<file path="src/rtl/elastic_buffered_fork.sv">
// Eager fork: one elastic token copied into a per-branch FIFO for every enabled branch; visible one cycle after acceptance.
// Backpressure: stop_input rises only when an enabled branch FIFO is full (registered state, no path from stop_output).

module ebf_fifo #(
    parameter int DATA_WIDTH = 32,
    parameter int DEPTH      = 2,
    parameter int CNT_WIDTH  = $clog2(DEPTH + 1)
) (
    input  logic                  clk,
    input  logic                  reset_n,
    input  logic                  push,
    input  logic [DATA_WIDTH-1:0] push_data,
    input  logic                  pop,
    output logic [DATA_WIDTH-1:0] pop_data,
    output logic                  full,
    output logic                  empty,
    output logic [CNT_WIDTH-1:0]  count
);
    localparam int PTR_WIDTH = (DEPTH > 1) ? $clog2(DEPTH) : 1;
    localparam int MEM_DEPTH = 1 << PTR_WIDTH;

    logic [DATA_WIDTH-1:0] mem [MEM_DEPTH];
    logic [PTR_WIDTH-1:0]  wr_ptr;
    logic [PTR_WIDTH-1:0]  rd_ptr;
    logic [CNT_WIDTH-1:0]  cnt;
    logic                  do_push;
    logic                  do_pop;

    function automatic logic [PTR_WIDTH-1:0] next_ptr(input logic [PTR_WIDTH-1:0] ptr);
        if (ptr == PTR_WIDTH'(DEPTH - 1)) begin
            return '0;
        end
        return ptr + PTR_WIDTH'(1);
    endfunction

    assign full     = (cnt == CNT_WIDTH'(DEPTH));
    assign empty    = (cnt == '0);
    assign do_push  = push & ~full;
    assign do_pop   = pop & ~empty;
    assign pop_data = mem[rd_ptr];
    assign count    = cnt;

    always_ff @(posedge clk or negedge reset_n) begin
        if (!reset_n) begin
            for (int i = 0; i < MEM_DEPTH; i++) begin
                mem[i] <= '0;
            end
            wr_ptr <= '0;
            rd_ptr <= '0;
            cnt    <= '0;
        end else begin
            if (do_push) begin
                mem[wr_ptr] <= push_data;
                wr_ptr      <= next_ptr(wr_ptr);
            end
            if (do_pop) begin
                rd_ptr <= next_ptr(rd_ptr);
            end
            // Simultaneous push and pop leaves the count unchanged.
            if (do_push && !do_pop) begin
                cnt <= cnt + CNT_WIDTH'(1);
            end else if (do_pop && !do_push) begin
                cnt <= cnt - CNT_WIDTH'(1);
            end
        end
    end
endmodule

module elastic_buffered_fork #(
    parameter int DATA_WIDTH = 32,
    parameter int OUT_NUM    = 4,
    parameter int DEPTH      = 2,
    parameter int CNT_WIDTH  = $clog2(DEPTH + 1)
) (
    input  logic                            clk,
    input  logic                            reset_n,
    input  logic [DATA_WIDTH-1:0]           input_data,
    input  logic                            valid_input,
    output logic                            stop_input,
    output logic [OUT_NUM*DATA_WIDTH-1:0]   output_data,
    output logic [OUT_NUM-1:0]              valid_output,
    input  logic [OUT_NUM-1:0]              stop_output,
    input  logic [OUT_NUM-1:0]              available_output,
    output logic [OUT_NUM*CNT_WIDTH-1:0]    occupancy
);
    logic               accept;
    logic [OUT_NUM-1:0] full_vec;
    logic [OUT_NUM-1:0] empty_vec;
    logic [OUT_NUM-1:0] push_vec;
    logic [OUT_NUM-1:0] pop_vec;

    // A full FIFO on a disabled branch must not stall the producer.
    assign stop_input = |(available_output & full_vec);
    assign accept     = valid_input & ~stop_input;

    for (genvar gi = 0; gi < OUT_NUM; gi++) begin : g_branch
        assign push_vec[gi]     = accept & available_output[gi];
        assign pop_vec[gi]      = ~empty_vec[gi] & ~stop_output[gi];
        assign valid_output[gi] = ~empty_vec[gi];

        ebf_fifo #(
            .DATA_WIDTH (DATA_WIDTH),
            .DEPTH      (DEPTH),
            .CNT_WIDTH  (CNT_WIDTH)
        ) u_fifo (
            .clk       (clk),
            .reset_n   (reset_n),
            .push      (push_vec[gi]),
            .push_data (input_data),
            .pop       (pop_vec[gi]),
            .pop_data  (output_data[gi*DATA_WIDTH +: DATA_WIDTH]),
            .full      (full_vec[gi]),
            .empty     (empty_vec[gi]),
            .count     (occupancy[gi*CNT_WIDTH +: CNT_WIDTH])
        );
    end
endmodule

</file>
<file path="config.mk">
export PLATFORM = sky130hd
export DESIGN_NAME = elastic_buffered_fork
export DESIGN_NICKNAME = d
export VERILOG_FILES = /design/src/rtl/elastic_buffered_fork.sv
export SDC_FILE = /design/constraint.sdc
export NUM_CORES = 1
export LEC_CHECK = 0
export BUFFER_PORTS_ARGS = -buffer_cell sky130_fd_sc_hd__buf_2
export CORE_ASPECT_RATIO = 0.8
export CORE_MARGIN = 1.5
export CORE_UTILIZATION = 35
export DETAILED_ROUTE_END_ITERATION = 12
export PLACE_DENSITY = 0.53
export SYNTH_ARGS = -nofsm -noshare
export SYNTH_HDL_FRONTEND = slang
export SYNTH_HIERARCHICAL = 1
export SYNTH_SLANG_ARGS = --single-unit
</file>
<file path="constraint.sdc">
create_clock -name clk -period 3.2 [get_ports clk]
set_clock_uncertainty 0.05 [all_clocks]
set_input_delay 0.16 -clock clk [delete_from_list [all_inputs] [get_ports clk]]
set_output_delay 0.16 -clock clk [all_outputs]
set_load 0.02 [all_outputs]
</file>
==> metrics.log, run 1 <==
[metrics] family with the most delay on the worst path: simple AND/OR/NAND/NOR gates
[metrics] top-level port count: roughly 180
[metrics] Final setup violation count: 0
[metrics] IR drop worst, VDD: around 0.49 mV
[metrics] total non-filler cell area in the finished layout: 14900 µm²
[metrics] Buf+Inv Stages, Crit Path: 2
[metrics] stages on the worst setup path: 7
[metrics] maximum number of pins on one net before global-route repair: a little over 100
[metrics] share of power burned in the clock network: 0.210
[metrics] buffers inserted during post-CTS setup optimization: 0
[metrics] floorplan die width: 210 µm
[metrics] routed vias: 7048
[metrics] LEAKAGE: around 6.7 nW
[metrics] number of rows in the core area: 60
[metrics] Worst R2R End: g_branch[2].u_fifo/mem[50]$_DFFE_PN0P_
[metrics] maxcap violations: 0
[metrics] number of diodes: 0
[metrics] Die Area: 35600 µm²
[metrics] initial antenna violation count: 0
[metrics] average instance area after synthesis: 15.6 µm²
[metrics] Crit path arrival time: between 2 and 3 ns
[metrics] Synth Warn #: 6
[metrics] Worst R2R Setup Slack: approximately 0.69 ns
[metrics] status: completed
[metrics] area overhead of the layout relative to synthesis: 23.4%
[metrics] crit path max fanout: 32
[metrics] sequential fraction of the synthesis area: 0.565
[metrics] part of the power in combinational logic: 0.435
[metrics] unique cell type count in the Yosys netlist: 23
[metrics] CTS Hold Bufs: 37
[metrics] placer's final routability congestion estimate: roughly 0.71
[metrics] drt wl/cell: 19.7 µm
[metrics] global-route wire length before repair: roughly 45000 µm
[metrics] filler-free cell count of the finished design: 1465
[metrics] startpoint of the worst setup timing path: g_branch[2].u_fifo/count[0]$_DFFE_PN0P_
[metrics] Chip Height: 169 µm
[metrics] maximum buffer depth of the clock tree: 3
[metrics] max-slew violation count: 0
[metrics] final total negative setup slack: 0 ns
[metrics] post-synth net total: 822
[metrics] net switching power of the design: 6.45 mW
[metrics] transition time at the pin with the least slew margin: between 0.9 and 1 ns
[metrics] clock-pin slew on the worst setup and hold paths: 0.07 ns
[metrics] post-CTS resize count: 0
[metrics] clock sink count: 272
[metrics] depth of the worst register-to-register path: 7
[metrics] count of nets left with antenna violations after detail routing: 0
[metrics] Reg2Reg Launch Point: g_branch[2].u_fifo/count[0]$_DFFE_PN0P_
[metrics] CP max stage delay: 0.47 ns
[metrics] final global-route overflow total: 0
[metrics] nature of the critical path startpoint: flop
[metrics] required time reported for the critical path endpoint: 3.57 ns
[metrics] worst setup path category: reg -> reg
[metrics] final net count: 1056
[metrics] endpoint of the most critical setup path: g_branch[2].u_fifo/mem[50]$_DFFE_PN0P_
[metrics] starting density of the core: 0.357
[metrics] Total Power Consumption: 17.8 mW
[metrics] upper clock frequency limit: slightly below 0.4 GHz
[metrics] share of the core filled with cells in the final layout: 0.440
[metrics] DRC violation count after routing: 0
[metrics] leading cell type in the layout, fill and taps excluded: mux2_2
[metrics] Hold Startpoint: available_output[2]
[metrics] Internal Pwr Total: 11.3 mW
[metrics] number of buffers inserted during clock tree synthesis: 29
[metrics] fraction of power spent switching nets: 0.363
[metrics] number of violations reported at the end of detailed-routing iteration 0: 236
[metrics] power density relative to cell area: roughly 1200 nW/µm²
[metrics] Final period util: 0.786
[metrics] highest-count cells in the layout ignoring fill and taps: mux2_2, dfrtp_1, buf_2, dlygate4sd3_1, clkbuf_16
[metrics] Area after DPL: 13400 µm²
[metrics] Port-buffer cells: 183
[metrics] number of synthesized register bits: 272
[metrics] CP endpoint kind: flop
[metrics] critical-path cell with the highest stage delay: buf_4
[metrics] global router's overall resource usage: 0.167
[metrics] share of power burned in registers: 0.354
[metrics] clock network latency to the later pin of the worst-skew pair: 0.55 ns
[metrics] Cell Count Post-Placement: 1375
[metrics] clock tree from TritonCTS: done
[metrics] share of cells above drive strength 1: 0.625
[metrics] total half-perimeter wirelength after legalization and detailed placement: 19100 µm
[metrics] final critical path time including I/O delays and setup: ~2.5 ns
[metrics] post-detailed-routing wire length: 28900 µm
[metrics] cell count after synthesis: roughly 780
[metrics] post-detailed-route via-to-cell ratio: 4.81
[metrics] area of the core: 33800 µm²
[metrics] normalized max-slew margin: 0.334
[metrics] hold crit path type: in -> reg
[metrics] critical path cell sequence: nand2b_4, inv_2, a22o_4, nor3_1, nor3b_4, buf_4, mux2_2
[metrics] via count of the first global-routing pass: 7446
[metrics] number of hold-slack violations in the final timing report: 0
[metrics] number of levels the H-tree was split into: 1
[metrics] setup repair after global routing missed its margin: no
[metrics] Detailed Routing Iterations Pass 1: 4
[metrics] CTS root buffer: clkbuf_16
[metrics] Post-Synthesis Cell Area: 12100 µm²
metrics by stage:
step,hold slack [ns],setup slack [ns]
floorplan,-0.186,0.943
global placement,0.215,0.770
detailed placement,0.224,0.671
CTS,0.0841,0.655
global route,0.112,0.498
finish,0.107,0.686
layout make-up:
cell class	count	area, µm²
Clock buffer	38	810
Timing Repair Buffer	247	1550
Tap cell	434	543
Clock inverter	15	264
Sequential cell	272	6810
Multi-Input combinational cell	451	4870
Inverter	8	30.0
Fill cell	3111	18900
kinds of logic (layout without fill, tap and decap cells):
family | after synthesis | count (layout) | synth area share
fa+ha+maj | 4 | 4 | 0.00415
compound gates | 6 | 6 | 0.00384
simple gates | 37 | 37 | 0.0221
buf+inv | 52 | 308 | 0.0320
flops | 272 | 272 | 0.565
mux | 384 | 384 | 0.359
xor+xnor | 20 | 20 | 0.0145
synth_stat cells:
master	number	area (µm²)
buf_6	24	270
inv_2	4	15.0
buf_2	4	20.0
or2_1	1	6.26
mux2_2	364	4100
ha_1	4	50.1
nand2_1	4	15.0
dfrtp_1	272	6810
mux2_1	20	225
nor3b_4	4	75.1
clkbuf_1	12	45.0
o21ai_0	4	20.0
xor2_1	12	105
nor3_1	4	20.0
clkbuf_2	4	20.0
nand2b_4	4	55.1
xnor2_1	8	70.1
nor2_1	12	45.0
a22o_1	1	8.76
and3_1	4	25.0
and2_1	4	25.0
a22o_4	1	17.5
inv_1	4	15.0
worst min path at each step:
stage	to	depth (start not counted)
2_1_floorplan	g_branch[0].u_fifo/count[0]$_DFFE_PN0P_	0
3_3_place_gp	g_branch[3].u_fifo/mem[37]$_DFFE_PN0P_	1
3_5_place_dp	g_branch[3].u_fifo/mem[37]$_DFFE_PN0P_	1
4_1_cts	g_branch[2].u_fifo/wr_ptr$_DFFE_PN0P_	5
5_1_grt	g_branch[0].u_fifo/wr_ptr$_DFFE_PN0P_	5
6_report	g_branch[2].u_fifo/wr_ptr$_DFFE_PN0P_	5
worst reg2reg max path: stages (launching register included):
cell and delay (ns):
dfrtp_1 0.45, nand2b_4 0.18, inv_2 0.05, a22o_4 0.25, nor3_1 0.29, nor3b_4 0.23
buf_4 0.47, mux2_2 0.42
layer usage:
layer	vias to the layer above	global-route usage	wire, µm
met1	3659	0.238	14100
li1	3233	-	-
met5	-	0	0
met3	33	0.0391	1430
met4	0	0.0304	443
met2	123	0.260	13000
registers in the layout (all words and copies together), names as in the netlist:
name                    cells
g_branch.u_fifo/rd_ptr      4
g_branch.u_fifo/count       8
g_branch.u_fifo/mem       256
g_branch.u_fifo/wr_ptr      4
power groups by stage:
stage,clock network (mW),logic (mW),registers (mW)
finish,3.75,7.74,6.31
CTS,3.86,7.89,6.34
detailed placement,0,7.83,6.39
global route,3.99,8.32,6.59
global placement,0,7.76,6.33
floorplan,0,5.82,5.92
No activity file was read; power rests on OpenSTA's default activity.
==> run 2, diff against run 1 <==
- ABC_AREA: unset -> 1
- PLACE_DENSITY: 0.53 -> 0.54
- clock period: 3.2 -> 2.2 ns (I/O delays scaled with it)
==> metrics.log, run 2 <==
[metrics] status: completed
[metrics] post-synth net total: 1740 (+110%)
[metrics] CTS root buffer: clkbuf_16
[metrics] most area-consuming cells after synthesis: dfrtp_1, nand2_1, nand4_1
[metrics] routed vias: 12300 (+75%)
[metrics] Crit path arrival time: 1.93 ns (-0.95 ns)
[metrics] maximum buffer depth of the clock tree: 3 (unchanged)
[metrics] area share of the largest cell type after synthesis: 0.505 (-0.0598)
[metrics] number of buffers inserted during clock tree synthesis: 30 (+3.4%)
[metrics] IR drop worst, VDD: 0.645 mV (+32%)
[metrics] upper clock frequency limit: between 0.4 and 0.5 GHz
[metrics] setup repair after global routing missed its margin: no
[metrics] critical path cell sequence: buf_4, inv_1, buf_4, nand2_1, nand2_1, buf_2
[metrics] DRC violation count after routing: 0 (unchanged)
[metrics] required time reported for the critical path endpoint: 2.04 ns (-1.53 ns)
[metrics] area of the core: 38100 µm² (+13%)
[metrics] LEAKAGE: 8.97 nW (+34%)
[metrics] area overhead of the layout relative to synthesis: 20.7%
[metrics] most used standard cell by instance count after synthesis: nand2_1
[metrics] maxcap violations: 0 (unchanged)
[metrics] clock network latency to the later pin of the worst-skew pair: 0.58 ns (+0.03 ns)
[metrics] number of rows in the core area: 64 (+6.7%)
[metrics] number of flops mapped to enable cells by yosys: 0 (unchanged)
[metrics] crit path max fanout: 18 (-44%)
[metrics] Worst Hold Margin: 0.0221 ns (-0.0852 ns)
[metrics] final setup slack of the worst path: 0.114 ns (-0.572 ns)
[metrics] cell count after synthesis: 1693 (+120%)
[metrics] number of levels the H-tree was split into: 1 (unchanged)
[metrics] ys async rst share: 1.00 (unchanged)
[metrics] final critical path time including I/O delays and setup: 2.09 ns
[metrics] highest-count cells in the layout ignoring fill and taps: nand2_1, dfrtp_1, nand4_1, buf_2, buf_4
[metrics] sequential fraction of the synthesis area: 0.505 (-0.0598)
[metrics] transition time at the pin with the least slew margin: 0.764 ns (-0.234 ns)
[metrics] floorplan die width: 222 µm (+5.7%)
[metrics] post-detailed-route via-to-cell ratio: 5.12 (+6.4%)
[metrics] max-slew violation count: 0 (unchanged)
[metrics] share of the core filled with cells in the final layout: 0.427 (-0.0134)
[metrics] most used standard cells in the synthesized netlist: nand2_1, dfrtp_1, nand4_1
[metrics] nature of the critical path startpoint: flop
[metrics] post-detailed-routing wire length: 46300 µm (+60%)
[metrics] Synth Warn #: 6 (unchanged)
[metrics] Post-Synthesis Cell Area: 13500 µm² (+12%)
[metrics] final global-route overflow total: 0 (unchanged)
[metrics] Detailed Routing Iterations Pass 1: 5 (+1)
[metrics] final net count: 1932 (+83%)
[metrics] worst setup path category: reg -> out
[metrics] starting density of the core: 0.354 (-0.00312)
[metrics] Chip Height: 179 µm (+5.7%)
[metrics] clock sink count: 272 (unchanged)
[metrics] critical-path cell with the highest stage delay: dfrtp_1
[metrics] top-level port count: 184 (unchanged)
[metrics] global router's overall resource usage: 0.232 (+0.0651)
[metrics] hold crit path type: in -> async
[metrics] Post-Place Worst Slack: 0.148 ns (-0.522 ns)
[metrics] average instance area after synthesis: 7.96 µm² (-49%)
[metrics] count of nets left with antenna violations after detail routing: 0 (unchanged)
[metrics] drt wl/cell: 19.3 µm (-2.4%)
[metrics] share of cells above drive strength 1: 0.187 (-0.438)
[metrics] filler cell count: 3929 (+26%)
[metrics] leading cell type in the layout, fill and taps excluded: nand2_1
[metrics] power density relative to cell area: 1650 nW/µm² (+38%)
[metrics] Final setup violation count: 0 (unchanged)
[metrics] via count of the first global-routing pass: 11500 (+55%)
[metrics] number of hold-slack violations in the final timing report: 0 (unchanged)
[metrics] unique cell type count in the Yosys netlist: 20 (-13%)
[metrics] normalized max-slew margin: 0.490 (+0.156)
[metrics] initial antenna violation count: 0 (unchanged)
[metrics] CP max stage delay: 0.38 ns (-0.09 ns)
[metrics] placer's final routability congestion estimate: 0.781 (+9.7%)
[metrics] number of diodes: 0 (unchanged)
[metrics] Final period util: 0.948
[metrics] register with the highest flop count: g_branch.u_fifo/mem
[metrics] prevailing post-synth register cell: dfrtp_1
[metrics] clock tree from TritonCTS: done
[metrics] Die Area: 39700 µm² (+12%)
[metrics] number of violations reported at the end of detailed-routing iteration 0: 1090 (+360%)
[metrics] Port-buffer cells: 183 (unchanged)
[metrics] largest area contributor in the synthesized netlist: dfrtp_1
[metrics] max FFs per register: 256 (unchanged)
[metrics] maximum number of pins on one net before global-route repair: 74 (-28%)
[metrics] total half-perimeter wirelength after legalization and detailed placement: 29000 µm (+52%)
[metrics] global-route wire length before repair: 70600 µm (+55%)
[metrics] number of synthesized register bits: 272 (unchanged)
[metrics] clock-pin slew on the worst setup and hold paths: 0.06 ns (about the same)
[metrics] buffers inserted during post-CTS setup optimization: 0 (unchanged)
[metrics] CP endpoint kind: output pin
run 2: logic make-up after synthesis:
kind of cell             after synthesis  share of synthesized area
AND/OR/NAND/NOR                     1232                      0.404
XOR/XNOR                               4                    0.00260
adder cells (fa/ha/maj)                4                    0.00371
flip-flops                           272                      0.505
buffers and inverters                177                     0.0838
AO/OA/AOI/OAI                          4                    0.00148
run 2: report_power, final:
part	total (mW)	leakage [nW]	switching [mW]	internal (mW)
sequential	8.49	3.41	1.20	7.29
clock	5.22	0.497	2.11	3.10
combinational	13.1	5.07	9.15	3.92
total	26.8	8.97	12.5	14.3
run 2: worst paths after layout:
kind                                                         start                                 endpoint  slack [ns]  depth (start not counted)
setup reg to reg           g_branch[3].u_fifo/count[1]$_DFFE_PN0P_   g_branch[2].u_fifo/mem[16]$_DFFE_PN0P_        0.15                         10
setup / recovery             g_branch[0].u_fifo/rd_ptr$_DFFE_PN0P_                          output_data[21]        0.11                          6
hold reg to reg             g_branch[2].u_fifo/mem[36]$_DFFE_PN0P_   g_branch[2].u_fifo/mem[36]$_DFFE_PN0P_        0.42                          2
max in group asynchronous                                  reset_n  g_branch[2].u_fifo/count[0]$_DFFE_PN0P_        1.25                          3
hold / removal                                             reset_n   g_branch[3].u_fifo/mem[47]$_DFFE_PN0P_        0.02                          2
min in group clk                                       valid_input    g_branch[1].u_fifo/wr_ptr$_DFFE_PN0P_        0.04                          6
run 2: repair_timing:
item,CTS,global route
gates resized for setup,0,1
endpoints found under the hold margin,536,0
hold buffers,41,0
setup endpoints to repair,0,3
run 2: per-stage QoR:
| stage | instances | TNS, ns | power [mW] | instance area [µm²] |
|---|---|---|---|---|
| after CTS | 2403 | 0 | 27.0 | 16300 |
| after floorplan | 1693 | -0.290 | 17.4 | 13600 |
| final | 2404 | 0 | 26.8 | 16300 |
| after detailed placement | 2306 | 0 | 21.6 | 14800 |
| after global placement | 2306 | 0 | 21.4 | 14800 |
| after global routing | 2404 | 0 | 28.7 | 16300 |
run 2: final cells by class:
cell class / instances / area (µm²) / share of cell area
Sequential cell: 272 / 6820 / 0.419
Multi-Input combinational cell: 1245 / 5690 / 0.350
Tap cell: 495 / 619 / 0.0381
Clock buffer: 47 / 885 / 0.0544
Inverter: 41 / 154 / 0.00946
Timing Repair Buffer: 295 / 1970 / 0.121
Clock inverter: 9 / 134 / 0.00823
run 2: critical path: cells and delay by family (launching register included):
kind,cells,cell delay [ns]
flip-flops,1,0.38
AND/OR/NAND/NOR,2,0.25
buffers and inverters,4,0.71
run 2: routing by layer:
| layer | up-vias | global-route usage | share of wire |
|---|---|---|---|
| met1 | 5980 | 0.336 | 0.47 |
| met5 | - | 0 | 0 |
| met4 | 0 | 0.0609 | 0.026 |
| met2 | 359 | 0.358 | 0.45 |
| met3 | 64 | 0.0380 | 0.054 |
| li1 | 5902 | - | - |
==> run 3, diff against run 2 <==
- CORE_UTILIZATION: 35 -> 50
- PLACE_DENSITY: 0.54 -> 0.74
==> metrics.log, run 3 (synthesis results as in run 2) <==
[metrics] Total Power Consumption: 26.4 mW (-1.2%)
[metrics] placer's final routability congestion estimate: 0.823 (+5.4%)
[metrics] final critical path time including I/O delays and setup: 2.12 ns (+0.0302 ns)
[metrics] share of power burned in the clock network: 0.190 (-0.005)
[metrics] number of diodes: 0 (unchanged)
[metrics] Final setup violation count: 0 (unchanged)
[metrics] Port-buffer cells: 183 (unchanged)
[metrics] max FFs per register: 256 (unchanged)
[metrics] area of the core: 26400 µm² (-31%)
[metrics] share of the core filled with cells in the final layout: 0.607 (+0.180)
[metrics] number of levels the H-tree was split into: 1 (unchanged)
[metrics] starting density of the core: 0.511 (+0.157)
[metrics] final total negative setup slack: 0 ns (unchanged)
[metrics] GRT busiest layer: met2
[metrics] LEAKAGE: 8.91 nW (-0.69%)
[metrics] max-slew violation count: 0 (unchanged)
[metrics] power density relative to cell area: 1650 nW/µm² (+0.31%)
[metrics] top-level port count: 184 (unchanged)
[metrics] maximum number of pins on one net before global-route repair: 75 (+1.4%)
[metrics] nature of the critical path startpoint: flop
[metrics] post-detailed-routing wire length: 42200 µm (-8.9%)
[metrics] Detailed Routing Iterations Pass 1: 7 (+2)
[metrics] number of hold-slack violations in the final timing report: 0 (unchanged)
[metrics] leading cell type in the layout, fill and taps excluded: nand2_1
[metrics] Internal Pwr Total: 14.2 mW (-0.87%)
[metrics] Area after DPL: 14500 µm² (-2.3%)
[metrics] highest-count cells in the layout ignoring fill and taps: nand2_1, dfrtp_1, nand4_1, buf_2, buf_4
[metrics] share of power burned in registers: 0.323 (+0.006)
[metrics] hold crit path type: in -> async
[metrics] final net count: 1920 (-0.62%)
[metrics] floorplan die width: 187 µm (-16%)
[metrics] normalized max-slew margin: 0.508 (+0.0172)
[metrics] Post-Place Worst Slack: 0.00571 ns (-0.143 ns)
[metrics] net switching power of the design: 12.3 mW (-1.6%)
[metrics] depth of the worst register-to-register path: 15 (+5)
[metrics] Crit path arrival time: 1.96 ns (+0.03 ns)
[metrics] post-detailed-route via-to-cell ratio: 5.57 (+8.7%)
[metrics] Die Area: 28000 µm² (-30%)
[metrics] clock network latency to the later pin of the worst-skew pair: 0.55 ns (-0.03 ns)
[metrics] status: completed
[metrics] Cell Count Post-Placement: 2148 (-6.9%)
[metrics] number of violations reported at the end of detailed-routing iteration 0: 1087 (-0.28%)
[metrics] crit path max fanout: 16 (-2)
[metrics] total half-perimeter wirelength after legalization and detailed placement: 25100 µm (-13%)
[metrics] clock-pin slew on the worst setup and hold paths: 0.06 ns (about the same)
[metrics] number of buffers inserted during clock tree synthesis: 28 (-6.7%)
[metrics] met1 Resource Use GR: 0.401 (+0.0644)
[metrics] IR drop worst, VDD: 1.20 mV (+86%)
[metrics] maxcap violations: 0 (unchanged)
[metrics] share of cells above drive strength 1: 0.185 (-0.00231)
[metrics] met3 Usage GRT: 0.0561 (+0.0180)
[metrics] maximum buffer depth of the clock tree: 3 (unchanged)
[metrics] fraction of power spent switching nets: 0.464 (-0.00185)
[metrics] final global-route overflow total: 0 (unchanged)
[metrics] via count of the first global-routing pass: 11700 (+1.6%)
[metrics] part of the power in combinational logic: 0.487 (about the same)
[metrics] number of rows in the core area: 53 (-17%)
[metrics] CTS root buffer: clkbuf_16
[metrics] final setup slack of the worst path: 0.0837 ns (-0.0302 ns)
[metrics] filler-free cell count of the finished design: 2252 (-6.3%)
[metrics] upper clock frequency limit: 0.473 GHz (-1.4%)
[metrics] routed vias: 12500 (+1.9%)
[metrics] worst setup path category: reg -> out
[metrics] Worst Hold Margin: 0.0362 ns (+0.0141 ns)
[metrics] clock tree from TritonCTS: done
[metrics] initial antenna violation count: 1 (+1)
[metrics] Final period util: 0.962 (+0.0137)
[metrics] count of nets left with antenna violations after detail routing: 0 (unchanged)
[metrics] clock sink count: 272 (unchanged)
[metrics] transition time at the pin with the least slew margin: 0.739 ns (-0.0258 ns)
[metrics] CP endpoint kind: output pin
[metrics] register with the highest flop count: g_branch.u_fifo/mem
[metrics] total non-filler cell area in the finished layout: 16000 µm² (-1.5%)
[metrics] Chip Height: 150 µm (-16%)
[metrics] required time reported for the critical path endpoint: 2.04 ns (about the same)
[metrics] global-route wire length before repair: 64400 µm (-8.7%)
[metrics] Global Route met2 Usage: 0.478 (+0.120)
[metrics] drt wl/cell: 18.7 µm (-2.8%)
[metrics] DRC violation count after routing: 0 (unchanged)
[metrics] area overhead of the layout relative to synthesis: 18.9%
[metrics] filler cell count: 2369 (-40%)
[metrics] global router's overall resource usage: 0.294 (+0.0628)
## run 3: worst paths after layout
kind | start | slack [ns] | to
max in group asynchronous | reset_n | 1.22 | g_branch[2].u_fifo/count[1]$_DFFE_PN0P_
worst min register to register | g_branch[2].u_fifo/mem[54]$_DFFE_PN0P_ | 0.42 | g_branch[2].u_fifo/mem[54]$_DFFE_PN0P_
worst max register to register | g_branch[3].u_fifo/count[1]$_DFFE_PN0P_ | 0.12 | g_branch[1].u_fifo/count[1]$_DFFE_PN0P_
worst min-delay path | reset_n | 0.04 | g_branch[0].u_fifo/mem[37]$_DFFE_PN0P_
min in group clk | available_output[2] | 0.04 | g_branch[2].u_fifo/wr_ptr$_DFFE_PN0P_
worst max-delay path | g_branch[0].u_fifo/rd_ptr$_DFFE_PN0P_ | 0.08 | output_data[10]
## run 3: area by class of cell
| type | instances | area [µm²] | share of cell area |
|---|---|---|---|
| inverter | 41 | 154 | 0.00960 |
| timing repair buffer | 283 | 1900 | 0.119 |
| tap | 357 | 447 | 0.0279 |
| clock inverter | 9 | 123 | 0.00765 |
| sequential | 272 | 6820 | 0.425 |
| clock buffer | 43 | 858 | 0.0536 |
| multi-input combinational | 1247 | 5730 | 0.357 |
## run 3: power by group through the flow
stage | registers, mW | clock network, mW | logic (mW)
floorplan | 8.39 | 0 | 9.01
global placement | 8.50 | 0 | 12.3
detailed placement | 8.56 | 0 | 12.5
CTS | 8.51 | 5.08 | 12.6
global route | 8.80 | 5.29 | 14.1
finish | 8.53 | 5.03 | 12.9
## run 3: repair_timing
| item | 4_1_cts | 5_1_grt |
|---|---|---|
| hold buffers | 39 | 0 |
| resized for setup | 0 | 7 |
| setup buffers | 0 | 10 |
| setup endpoints to repair | 0 | 198 |
| endpoints found under the hold margin | 534 | 0 |
## run 3: worst max-delay path, cell delays in order, from the launching register on
cell and delay [ns]:
dfrtp_1 0.37, inv_1 0.46, buf_4 0.28, nand2_1 0.06, nand2_1 0.06, buf_2 0.17
## run 3: routing by layer
metal / share of wire / up-vias
met2: 0.46 / 558
met4: 0.033 / 2
met3: 0.093 / 88
met5: 0.00017 / -
met1: 0.41 / 5999
li1: - / 5887
